===== src/rtl/fetch_decode_stage.sv =====
// fetch_decode_stage: PC owner, req/ack instruction fetch and RV32I field decode.
// Fields are registered on each fetch handshake and presented with valid_out.
// Stall freezes the stage. Redirect reloads the PC, flushes the stage and wins over everything else.
module fetch_decode_stage #(
  parameter int unsigned WIDTH    = 8,
  parameter int unsigned PC_WIDTH = 8
) (
  input  logic                clk,
  input  logic                rst_n,
  output logic                imem_req,
  output logic [PC_WIDTH-1:0] imem_addr,
  input  logic                imem_ack,
  input  logic [31:0]         imem_rdata,
  input  logic                stall,
  input  logic                redirect,
  input  logic [PC_WIDTH-1:0] redirect_pc,
  output logic [4:0]          r_reg1,
  output logic [4:0]          r_reg2,
  output logic [4:0]          wr_reg,
  output logic [2:0]          func3,
  output logic [6:0]          func7,
  output logic [6:0]          opcode,
  output logic [WIDTH-1:0]    immediate_data,
  output logic [PC_WIDTH-1:0] pc_out,
  output logic                valid_out
);

  localparam logic [31:0] ECALL_WORD = 32'h0000_0073;

  localparam logic [6:0] OP_IMM    = 7'b0010011;
  localparam logic [6:0] OP_LOAD   = 7'b0000011;
  localparam logic [6:0] OP_JALR   = 7'b1100111;
  localparam logic [6:0] OP_STORE  = 7'b0100011;
  localparam logic [6:0] OP_BRANCH = 7'b1100011;
  localparam logic [6:0] OP_LUI    = 7'b0110111;
  localparam logic [6:0] OP_AUIPC  = 7'b0010111;
  localparam logic [6:0] OP_JAL    = 7'b1101111;

  typedef enum logic [1:0] {
    IDLE  = 2'd0,
    FETCH = 2'd1,
    HALT  = 2'd2
  } state_t;

  state_t              state;
  state_t              state_next;
  logic [PC_WIDTH-1:0] pc;
  logic                handshake;
  logic [31:0]         imm32;

  // Fetch request is withdrawn immediately on stall or redirect.
  assign imem_req  = (state == FETCH) & ~stall & ~redirect;
  assign imem_addr = pc;
  assign handshake = imem_req & imem_ack;

  // State register.
  always_ff @(posedge clk or negedge rst_n) begin
    if (!rst_n) begin
      state <= IDLE;
    end else begin
      state <= state_next;
    end
  end

  // Next-state logic: IDLE is a one-cycle start-up state; ECALL parks the stage until a redirect.
  always_comb begin
    state_next = state;
    if (redirect) begin
      state_next = FETCH;
    end else begin
      unique case (state)
        IDLE:    state_next = FETCH;
        FETCH:   if (handshake && (imem_rdata == ECALL_WORD)) state_next = HALT;
        HALT:    state_next = HALT;
        default: state_next = IDLE;
      endcase
    end
  end

  // Sign-extended 32-bit immediate selected by the opcode format.
  always_comb begin
    imm32 = 32'h0;
    unique case (imem_rdata[6:0])
      OP_IMM, OP_LOAD, OP_JALR:
        imm32 = {{20{imem_rdata[31]}}, imem_rdata[31:20]};
      OP_STORE:
        imm32 = {{20{imem_rdata[31]}}, imem_rdata[31:25], imem_rdata[11:7]};
      OP_BRANCH:
        imm32 = {{19{imem_rdata[31]}}, imem_rdata[31], imem_rdata[7],
                 imem_rdata[30:25], imem_rdata[11:8], 1'b0};
      OP_LUI, OP_AUIPC:
        imm32 = {imem_rdata[31:12], 12'h000};
      OP_JAL:
        imm32 = {{11{imem_rdata[31]}}, imem_rdata[31], imem_rdata[19:12],
                 imem_rdata[20], imem_rdata[30:21], 1'b0};
      default:
        imm32 = 32'h0;
    endcase
  end

  // PC, decoded fields and valid flag; redirect beats stall, stall freezes the stage.
  always_ff @(posedge clk or negedge rst_n) begin
    if (!rst_n) begin
      pc             <= '0;
      pc_out         <= '0;
      valid_out      <= 1'b0;
      r_reg1         <= '0;
      r_reg2         <= '0;
      wr_reg         <= '0;
      func3          <= '0;
      func7          <= '0;
      opcode         <= '0;
      immediate_data <= '0;
    end else if (redirect) begin
      pc        <= redirect_pc;
      valid_out <= 1'b0;
    end else if (!stall) begin
      if (handshake) begin
        r_reg1         <= imem_rdata[19:15];
        r_reg2         <= imem_rdata[24:20];
        wr_reg         <= imem_rdata[11:7];
        func3          <= imem_rdata[14:12];
        func7          <= imem_rdata[31:25];
        opcode         <= imem_rdata[6:0];
        immediate_data <= WIDTH'(imm32);
        pc_out         <= pc;
        pc             <= pc + PC_WIDTH'(4);
        valid_out      <= 1'b1;
      end else begin
        // Presented instruction is consumed; nothing new arrived to replace it.
        valid_out <= 1'b0;
      end
    end
  end

endmodule

===== config.mk =====
export PLATFORM = sky130hd
export DESIGN_NAME = fetch_decode_stage
export DESIGN_NICKNAME = d
export VERILOG_FILES = /design/src/rtl/fetch_decode_stage.sv
export SDC_FILE = /design/constraint.sdc
export NUM_CORES = 1
export LEC_CHECK = 0
export ABC_AREA = 0
export CAP_MARGIN = 10
export CORE_UTILIZATION = 40
export CTS_CLUSTER_DIAMETER = 50
export DETAILED_ROUTE_END_ITERATION = 7
export GPL_ROUTABILITY_DRIVEN = 0
export PLACE_DENSITY = 0.74
export SLEW_MARGIN = 20
export SYNTH_ARGS = -nofsm -noshare
export SYNTH_HDL_FRONTEND = slang
export SYNTH_SLANG_ARGS = --single-unit

===== constraint.sdc =====
create_clock -name clk -period 2.66 [get_ports clk]
set_clock_uncertainty 0.2 [all_clocks]
set_input_delay 0.399 -clock clk [delete_from_list [all_inputs] [get_ports clk]]
set_output_delay 0.399 -clock clk [all_outputs]
set_load 0.005 [all_outputs]

== Yosys cells after proc, flatten, opt, wreduce, memory -nomap -nowiden ==
Index checks and enable logic that the tools add are counted.

* Register bits: 59
* Bits of input ports: 45
* Output and inout bits: 58
* Word-level logic and storage cells: 47

* Add/subtract/negate cells: 1
* Equal/unequal tests: 13
* Muxes and demuxes: 10
* Bitwise logic cells: 5
* Reductions and logical operators: 7

{| class="wikitable"
|+ Operators with widths
! operator !! number
|-
| $pmux 8 s5 || 1
|-
| $eq 32x7->1 const B || 1
|-
| $mux 8 || 3
|-
| $eq 7x7->1 const B || 3
|-
| $eq 7x5->1 const B || 2
|-
| $eq 7x6->1 const B || 2
|-
| $add 8x3->8 const B || 1
|-
| $eq 7x2->1 const B || 1
|-
| $pmux 2 s3 || 1
|-
| $mux 2 || 2
|-
| $and 1x1->1 || 3
|-
| $mux 1 || 3
|-
| $ne 3x2->1 const B || 1
|-
| $reduce_and 3->1 || 1
|-
| $reduce_or 3->1 || 1
|-
| $eq 2x1->1 const B || 1
|-
| $eq 2x2->1 const B || 1
|-
| $logic_not 2->1 || 1
|-
| $ne 2x1->1 const B || 1
|-
| $not 1->1 || 2
|-
| $reduce_and 2->1 || 1
|-
| $reduce_bool 2->1 || 1
|-
| $reduce_or 2->1 || 1
|-
| $logic_and 1x1->1 || 1
|}

== Longest topological paths before layout ==
Gate-level depths: netlist (run 1).

* Depth in word-level cells: 8
* Gate-level depth with buffers: 8
* Gate-level depth less buffers: 6

== Worst setup path after synthesis (run 1) ==
OpenSTA, ideal clock, no wires.

* Path type: reg2reg
* Start point: register state[0]
* End point: register pc[6], in the netlist imem_addr[6]
* Library setup time: 126 ps
* Arrival: 1,425 ps
* Required time: 2,334 ps
* Slack: 909 ps
* Cell stages (with the launch flop): 7
* Period minus slack after synthesis: 1,751 ps
* Path through: dfrtp_1 ha_1 nand4bb_4 buf_2 buf_2 nor3_1 a221o_1

* Cells in the longest elaborated chain, start to end: 6

{| class="wikitable"
|+ RTL lines
! what !! line !! text
|-
| start, declared || 45 || <nowiki>state_t state;</nowiki>
|-
| start signal, assigned || 61 || <nowiki>state <= state_next;</nowiki>
|-
| $eq 2x1->1 || 52 || <nowiki>assign imem_req = (state == FETCH) & ~stall & ~redirect;</nowiki>
|-
| $and 1x1->1 (2 in series) || 52 ||
|-
| $and 1x1->1 || 54 || <nowiki>assign handshake = imem_req & imem_ack;</nowiki>
|-
| $reduce_bool 2->1 (no line) || - ||
|-
| $reduce_and 2->1 (no line) || - ||
|-
| end signal, assigned || 115 || <nowiki>pc <= redirect_pc;</nowiki>
|-
| end signal, assigned || 127 || <nowiki>pc <= pc + PC_WIDTH'(4);</nowiki>
|-
| end, declared || 47 || <nowiki>logic [PC_WIDTH-1:0] pc;</nowiki>
|}

Every way passes these cells.
A chain may end at the register's enable or synchronous reset.

== Worst setup path after layout (run 1) ==
* Start point: register state[1]
* End point: output imem_req

* Cells in the longest elaborated chain, start to end: 3

{| class="wikitable"
|+ RTL lines
! what !! line !! text
|-
| $eq 2x1->1 || 52 ||
|-
| $and 1x1->1 (2 in series) || 52 ||
|-
| end, declared || 10 || <nowiki>output logic imem_req,</nowiki>
|}

Every way passes these cells.

==> results of run 1 <==
## per-layer routing
metal	GRT usage, %	routed length (um)
met5	0	0
met4	6.90	99
met3	7.95	417
met2	33.1	3310
met1	27.7	3100
## path summary, 6_finish.rpt
check | cells after the start | slack (ps) | end
worst max-delay path | 4 | 200 | imem_req
worst min-delay path | 2 | 220 | pc_out[4]
worst max register to register | 6 | 620 | immediate_data[5]
worst min register to register | 2 | 270 | opcode[1]
max in group asynchronous | 3 | 1430 | func7[5]
min in group clk | 2 | 270 | opcode[1]
## cells in the final DEF (no fill, tap or decap), drive strengths merged, types with 3 or more instances in the layout
| master | count |
|---|---|
| a221o | 4 |
| a221oi | 4 |
| a22o | 3 |
| buf | 9 |
| bufinv | 4 |
| clkbuf | 11 |
| clkdlybuf4s50 | 101 |
| dfrtp | 59 |
| ha | 3 |
| inv | 5 |
| nand2 | 126 |
| nor2 | 11 |
| nor3b | 3 |
| nor4 | 5 |
| o21ai | 10 |
## stage by stage
stage	cells	power, uW	cell area [um2]
3_3_place_gp	452	2860	3750
6_report	469	3940	4010
2_1_floorplan	279	1930	2630
3_5_place_dp	452	2900	3750
5_1_grt	469	4190	4010
4_1_cts	469	3990	4010
## kinds of logic after synthesis
kind of cell	after synthesis	share of synthesized area, %
AOI/OAI and AO/OA	31	8.91
muxes	3	1.24
DFF	59	56.2
and+or+nand+nor	164	28.9
adders and majority gates	3	1.43
buffers and inverters	19	3.24
## layout make-up
class	instances	area (um2)
clock buffer	11	131
clock inverter	5	125
fill	537	2340
inverter	5	18.8
multi-input combinational	201	1080
sequential	59	1480
tap	77	96.3
timing repair buffer	111	1090
## where the power goes
group,switching [uW],total (uW),internal (uW)
Combinational,515,1380,869
Sequential,222,1490,1270
Clock,353,1070,717
Total,1090,3940,2850
==> out/metrics.yaml, run 1 <==
run_status:
  outcome: "completed"
floorplanning:
  floorplan.initialDensity_pct: 41.3
  die_w_um: 83.0
  row_count: 29
  coreArea_mm2: 0.00635
  die_area_mm2: 0.00689
  chipHeight_um: 83.0
  ios: 103
place:
  pre_cts_slack_ps: 161
  io_buffers: 102
  hpwl_um: 5100
synth:
  yosysSeqAreaShare_pct: 56.2
  synthFlopType: "dfrtp_1"
  ys_top_cells_by_count: "nand2_1, dfrtp_1, nor2_1, buf_2, o21ai_0"
  synth_area_mm2: 0.00263
  synth.largest_area_cell: "dfrtp_1"
  synth_nets: 327
  synth_area_leaders: "dfrtp_1, nand2_1, buf_2"
  synthCells: 279
  synth-edff-count: 0
  synth_most_common_cell: "nand2_1"
  synth.distinct_cells: 42
  synth-async-reset-ratio_pct: 100
  avgSynthCellArea_um2: 9.41
  netlist.area_leader.share_pct: 56.2
  yosys_warnings: 0
  yosys_register_bits: 59
cts:
  htreeDepth: 3
  cts.sinks: 59
  clk-insertion-delay-late_ps: 340
  post_cts_buffers: 0
  cts_tree: "built"
  cts-root-buf: "clkbuf_8"
  cts_buffer_depth: 2
  clkTransAtPathRegs_ps: 60
  cts_resized: 0
  hold_buffers: 1
  cts_buffers: 9
cells_and_area:
  diodes: 0
  post-route-util_pct: 63.2
  area_growth_pct: 52.9
  final_nets: 435
  layout-drive-gt1-share_pct: 8.16
flow_run:
  maxCapViolCount: 0
timing:
  hold_slack_ps: 216
  worst_pin_slew_ps: 443
  period_needed_ps: 2460
  finalCritPeriodShare_pct: 92.6
  slew_headroom_pct: 70.2
  fin_ws_ps: 197
  setup_tns_ps: 0
  drv_slew: 0
  setup_viol: 0
  grt_setup_unrepaired: "false"
  hold_viol_final: 0
  fmax_mhz: 406
route:
  drt_wl_total_um: 6930
  ant_nets: 0
  drc_errors: 0
  dr.pass1.iters: 4
  drtIter0Drc: 90
  wl_per_cell_um: 14.8
  vias_per_cell: 5.09
  vias: 2387
pwr:
  ir_drop_mv: 0.614
  leakage_uw: 0.00185
  power_density_mw_per_mm2: 982
setup_path:
  critPathLaunch: "state[1]"
  critPathLaunchType: "flop"
  cp.required_ps: 2060
  cp_slowest_cell: "clkdlybuf4s50_1"
  timing.rr.start: "state[1]"
  cp_top_family: "buffers and inverters"
  cp_cell_sequence: "inv_1 > ha_1 > nor3b_1 > clkdlybuf4s50_1"
  slowest_delay_ps: 520
  path_class: "reg2out"
  crit_path_end_kind: "primary output"
  crit_fanout: 7
  path_buf_inv: 2
  cp.arrival_ps: 1860
global_routing:
  grt_pass1_wl_um: 11500
  grt_overflow: 0
  antenna_found_initial: 0
  grt_max_degree: 37
  grt.total_usage_pct: 21.3
  grt_pass1_vias: 2406
hold_path:
  hold_path_class: "in2async"
No activity file was read; power rests on OpenSTA's default activity.
==> run 2: changes to the inputs <==
- RECOVER_POWER: default -> 100
==> run 2 against run 1 <==
Compared with the run above: sequential power barely moved; die area did not move; global-route usage did not move; design area fell by 0.81%; utilization fell by 0.51 points; combinational power fell by 11%.
==> out/metrics.yaml, run 2 (synthesized netlist as in run 1, its figures left out) <==
run_status:
  outcome: "completed"
setup_path:
  critPathLaunchType: "flop"
  crit_path_end_kind: "primary output"
  cp.required_ps: 2060  # about the same
  cp.arrival_ps: 1910  # +50 ps
  cp_cell_sequence: "inv_1 > ha_1 > nor3b_1 > dlygate4sd3_1"
  crit_fanout: 7  # unchanged
  slowest_delay_ps: 580  # +60 ps
  cp_slowest_cell: "dlygate4sd3_1"
  path_class: "reg2out"
floorplanning:
  coreArea_mm2: 0.00635  # unchanged
  row_count: 29  # unchanged
  chipHeight_um: 83.0  # unchanged
  floorplan.initialDensity_pct: 41.3  # unchanged
  die_area_mm2: 0.00689  # unchanged
  die_w_um: 83.0  # unchanged
  ios: 103  # unchanged
flow_run:
  maxCapViolCount: 0  # unchanged
timing:
  setup_viol: 0  # unchanged
  worst_pin_slew_ps: 1220  # +776 ps
  setup_tns_ps: 0  # unchanged
  grt_setup_unrepaired: "false"
  period_needed_ps: 2510  # +43.6 ps
  slew_headroom_pct: 18.8  # -51 points
  hold_slack_ps: 255  # +39.3 ps
  drv_slew: 0  # unchanged
  finalCritPeriodShare_pct: 94.2  # +1.6 points
  fmax_mhz: 399  # -1.7%
  hold_viol_final: 0  # unchanged
route:
  drtIter0Drc: 84  # -6.7%
  vias: 2408  # +0.88%
  vias_per_cell: 5.13  # +0.88%
  drc_errors: 0  # unchanged
  dr.pass1.iters: 4  # unchanged
  ant_nets: 0  # unchanged
  drt_wl_total_um: 6910  # -0.32%
  wl_per_cell_um: 14.7  # -0.32%
pwr:
  switchingPower_uw: 1070  # -1.7%
  ir_drop_mv: 0.587  # -4.3%
  leakage_uw: 0.00191  # +3.5%
  p_comb_share_pct: 32.7  # -2.4 points
  p_int_uw: 2700  # -5.2%
  power_frac_clock_pct: 28.4  # +1.3 points
  power_frac_seq_pct: 38.9  # +1.1 points
  p_sw_share_pct: 28.4  # +0.74 points
  power_density_mw_per_mm2: 948  # -3.5%
cts:
  clkTransAtPathRegs_ps: 70  # about the same
  htreeDepth: 3  # unchanged
  clk-insertion-delay-late_ps: 340  # about the same
  cts_buffers: 9  # unchanged
  cts_buffer_depth: 2  # unchanged
  cts-root-buf: "clkbuf_8"
  cts_tree: "built"
  cts.sinks: 59  # unchanged
global_routing:
  grt_pass1_vias: 2406  # unchanged
  grt_pass1_wl_um: 11500  # unchanged
  grt.total_usage_pct: 21.3  # unchanged
  antenna_found_initial: 0  # unchanged
  grt_max_degree: 37  # unchanged
  grt_overflow: 0  # unchanged
cells_and_area:
  seqCellArea_mm2: 0.00148  # unchanged
  multi_input_area_mm2: 0.00106  # -1.4%
  fill_cells: 544  # +1.3%
  post-route-util_pct: 62.7  # -0.51 points
  final_cell_mix: "nand2_1, dlygate4sd3_1, dfrtp_1, clkdlybuf4s50_1, nor2_1"
  final_nets: 435  # unchanged
  layout-drive-gt1-share_pct: 7.40  # -0.77 points
  area_growth_pct: 51.6
  diodes: 0  # unchanged
  final_common_cell: "nand2_1"
place:
  io_buffers: 102  # unchanged
  hpwl_um: 5100  # unchanged
hold_path:
  hold_path_class: "in2async"
[run 2: layout make-up]
cell class / count / share of cell area, %
clock buffers: 11 / 3.30
clock inverters: 5 / 3.14
inverters: 5 / 0.472
multi-input cells: 201 / 26.7
flip-flops and latches: 59 / 37.1
well taps: 77 / 2.42
repair buffers: 111 / 26.8
[run 2: repair_timing]
action | in CTS | in global routing
setup buffers | 0 | 0
endpoints found under the hold margin | 27 | 0
hold buffers | 1 | 0
resized for setup | 0 | 0
[run 2: worst paths after layout]
check                            endpoint  slack, ps       from  depth (start not counted)
min in group clk                opcode[1]        270  opcode[1]                          2
worst min-delay path            pc_out[4]        260      rst_n                          2
worst max-delay path             imem_req        150   state[1]                          4
max in group asynchronous       r_reg1[3]        580      rst_n                          3
worst min register to register  opcode[1]        270  opcode[1]                          2
worst max register to register  r_reg2[3]        310   state[1]                          6
[run 2: per-stage QoR]
stage	instances	instance area [um2]	power (uW)	setup WS, ps
after floorplan	279	2630	1930	909
after global placement	452	3750	2860	101
after detailed placement	452	3750	2900	161
after CTS	469	4010	3990	160
after global routing	469	3980	4020	41.6
final	469	3980	3770	154
[run 2: layer usage]
layer	global-route usage (%)	share of wire, %	vias to the layer above
li1	-	-	1155
met1	27.7	44	1168
met2	33.1	48	74
met3	7.95	6.8	11
met4	6.90	1.4	0
met5	0	0	-
[run 2: power by group through the flow]
stage          clock, uW  sequential (uW)  combinational [uW]
3_3_place_gp           0             1490                1370
4_1_cts             1090             1490                1400
2_1_floorplan          0             1510                 427
5_1_grt             1130             1520                1370
6_report            1070             1470                1230
3_5_place_dp           0             1500                1400
[run 2: critical path, delay by kind of cell, from the launching register on]
kind / cells / cell delay, ps
buffers and inverters: 2 / 660
AND/OR/NAND/NOR: 1 / 210
adder cells (fa/ha/maj): 1 / 320
flip-flops: 1 / 380
==> run 3: changes to the inputs <==
- ABC_CLOCK_PERIOD_IN_PS: default -> 3100
- HOLD_SLACK_MARGIN: default -> 0.06
- clock period: 2.66 -> 3.1 ns (I/O delays scaled with it)
==> run 3 against run 2 <==
Compared with the run above: power down 20%; setup slack better by 250 ps; non-clock buffer count down 1; combinational power down 14%.
==> out/metrics.yaml, run 3 (synthesized netlist as in run 1, its figures left out) <==
run_status:
  outcome: "completed"
global_routing:
  grt.total_usage_pct: 21.1  # -0.20 points
  grt_pass1_wl_um: 11400  # -0.95%
  antenna_found_initial: 0  # unchanged
  grt_pass1_vias: 2340  # -2.7%
  grt_overflow: 0  # unchanged
  grt_max_degree: 37  # unchanged
place:
  hpwl_um: 5030  # -1.4%
  dp_cells: 451  # -0.22%
  io_buffers: 102  # unchanged
route:
  drt_wl_total_um: 6800  # -1.6%
  route.met3.wl_um: 431  # -7.7%
  dr.max_layer_used: "met4"
  vias: 2381  # -1.1%
  dr.pass1.iters: 4  # unchanged
  wl_met2_um: 3250  # -1.7%
  drtIter0Drc: 130  # +55%
  vias_per_cell: 5.11  # -0.48%
  wl_per_cell_um: 14.6  # -1.0%
  drc_errors: 0  # unchanged
  drt-met1-wl_um: 3010  # -0.86%
  ant_nets: 0  # unchanged
floorplanning:
  die_area_mm2: 0.00689  # unchanged
  ios: 103  # unchanged
  row_count: 29  # unchanged
  floorplan.initialDensity_pct: 41.3  # unchanged
  die_w_um: 83.0  # unchanged
  coreArea_mm2: 0.00635  # unchanged
  chipHeight_um: 83.0  # unchanged
cells_and_area:
  final_nets: 434  # -0.23%
  final_common_cell: "nand2_1"
  diodes: 0  # unchanged
  area_growth_pct: 49.1
  final_cell_mix: "nand2_1, dlygate4sd3_1, dfrtp_1, clkdlybuf4s50_1, clkbuf_8"
  stdcell_count: 466  # -0.64%
  fill_cells: 540  # -0.74%
  layout-drive-gt1-share_pct: 6.68  # -0.71 points
setup_path:
  r2r.worst_path.cells: 6  # unchanged
  crit_path_end: "state[0]"
  cp.required_ps: 3110  # +1050 ps
  cp_cell_sequence: "dlygate4sd3_1 > nand4bb_1 > clkbuf_2 > o31ai_1 > a211o_1"
  r2r-end: "state[1]"
  cp.arrival_ps: 2700  # +790 ps
  path_class: "in2reg"
  critPathLaunch: "stall"
  critPathLaunchType: "input port"
  crit_fanout: 36  # +29
  crit_path_end_kind: "flop"
  timing.rr.start: "state[1]"
  cp_slowest_cell: "clkbuf_2"
  slowest_delay_ps: 660  # +80 ps
  ff2ff_setup_slack_ps: 500  # +190 ps
flow_run:
  maxCapViolCount: 0  # unchanged
timing:
  drv_slew: 0  # unchanged
  period_needed_ps: 2690
  setup_viol: 0  # unchanged
  slew_headroom_pct: 10.5  # -8.3 points
  finalCritPeriodShare_pct: 86.9
  fmax_mhz: 371
  setup_tns_ps: 0  # unchanged
  grt_setup_unrepaired: "false"
  hold_viol_final: 0  # unchanged
  worst_pin_slew_ps: 1340  # +124 ps
cts:
  clk-insertion-delay-late_ps: 320  # -20 ps
  cts_resized: 0  # unchanged
  cts_buffers: 9  # unchanged
  hold_buffers: 1  # unchanged
  clkTransAtPathRegs_ps: 60  # about the same
  cts_tree: "built"
  cts_buffer_depth: 2  # unchanged
  post_cts_buffers: 0  # unchanged
  cts.sinks: 59  # unchanged
  cts-root-buf: "clkbuf_8"
  htreeDepth: 3  # unchanged
pwr:
  ir_drop_mv: 0.417  # -29%
  power_density_mw_per_mm2: 773  # -18%
  leakage_uw: 0.00188  # -1.4%
hold_path:
  hold_path_class: "reg2reg"
[run 3: report_power, final]
| part | internal (uW) | leakage, uW | total, uW | switching [uW] |
|---|---|---|---|---|
| Clock | 427 | 0.000104 | 709 | 282 |
| Sequential | 1090 | 0.000736 | 1260 | 170 |
| Combinational | 620 | 0.00104 | 1060 | 440 |
| Total | 2130 | 0.00188 | 3030 | 893 |
[run 3: through the flow]
step | area (um2) | setup slack, ps | total power (uW) | utilization [%] | hold WS, ps
detailed placement | 3740 | 449 | 2490 | 58.9 | 261
CTS | 3950 | 530 | 3210 | 62.2 | 278
global placement | 3740 | 476 | 2450 | 58.9 | 257
floorplan | 2630 | 1320 | 1660 | - | -30.6
global route | 3920 | 222 | 3240 | 61.7 | 294
finish | 3920 | 406 | 3030 | 61.7 | 269
[run 3: critical path: cells and delay by family]
family / cells / cell delay (ps)
AO/OA/AOI/OAI: 2 / 480
buffers and inverters: 2 / 1290
AND/OR/NAND/NOR: 1 / 450
[run 3: per-layer routing]
metal  up-vias  track usage (%)
met1      1138             28.7
li1       1153                -
met4         0             8.78
met3        10             6.06
met5         -                0
met2        80             31.7
[run 3: final cells by class]
cell class | instances | area, um2 | area share, %
Tap cell | 77 | 96.3 | 2.46
Multi-Input combinational cell | 201 | 1060 | 27.1
Sequential cell | 59 | 1480 | 37.7
Timing Repair Buffer | 110 | 1060 | 27.1
Inverter | 5 | 18.8 | 0.479
Clock inverter | 2 | 35.0 | 0.895
Clock buffer | 12 | 165 | 4.22
[run 3: how the worst min path moves through the flow]
stage | start | end | depth (start not counted)
floorplan | rst_n | func3[0] | 0
detailed placement | r_reg2[2] | r_reg2[2] | 2
global route | r_reg1[2] | r_reg1[2] | 2
CTS | opcode[1] | opcode[1] | 2
finish | wr_reg[2] | wr_reg[2] | 2
global placement | r_reg1[4] | r_reg1[4] | 2
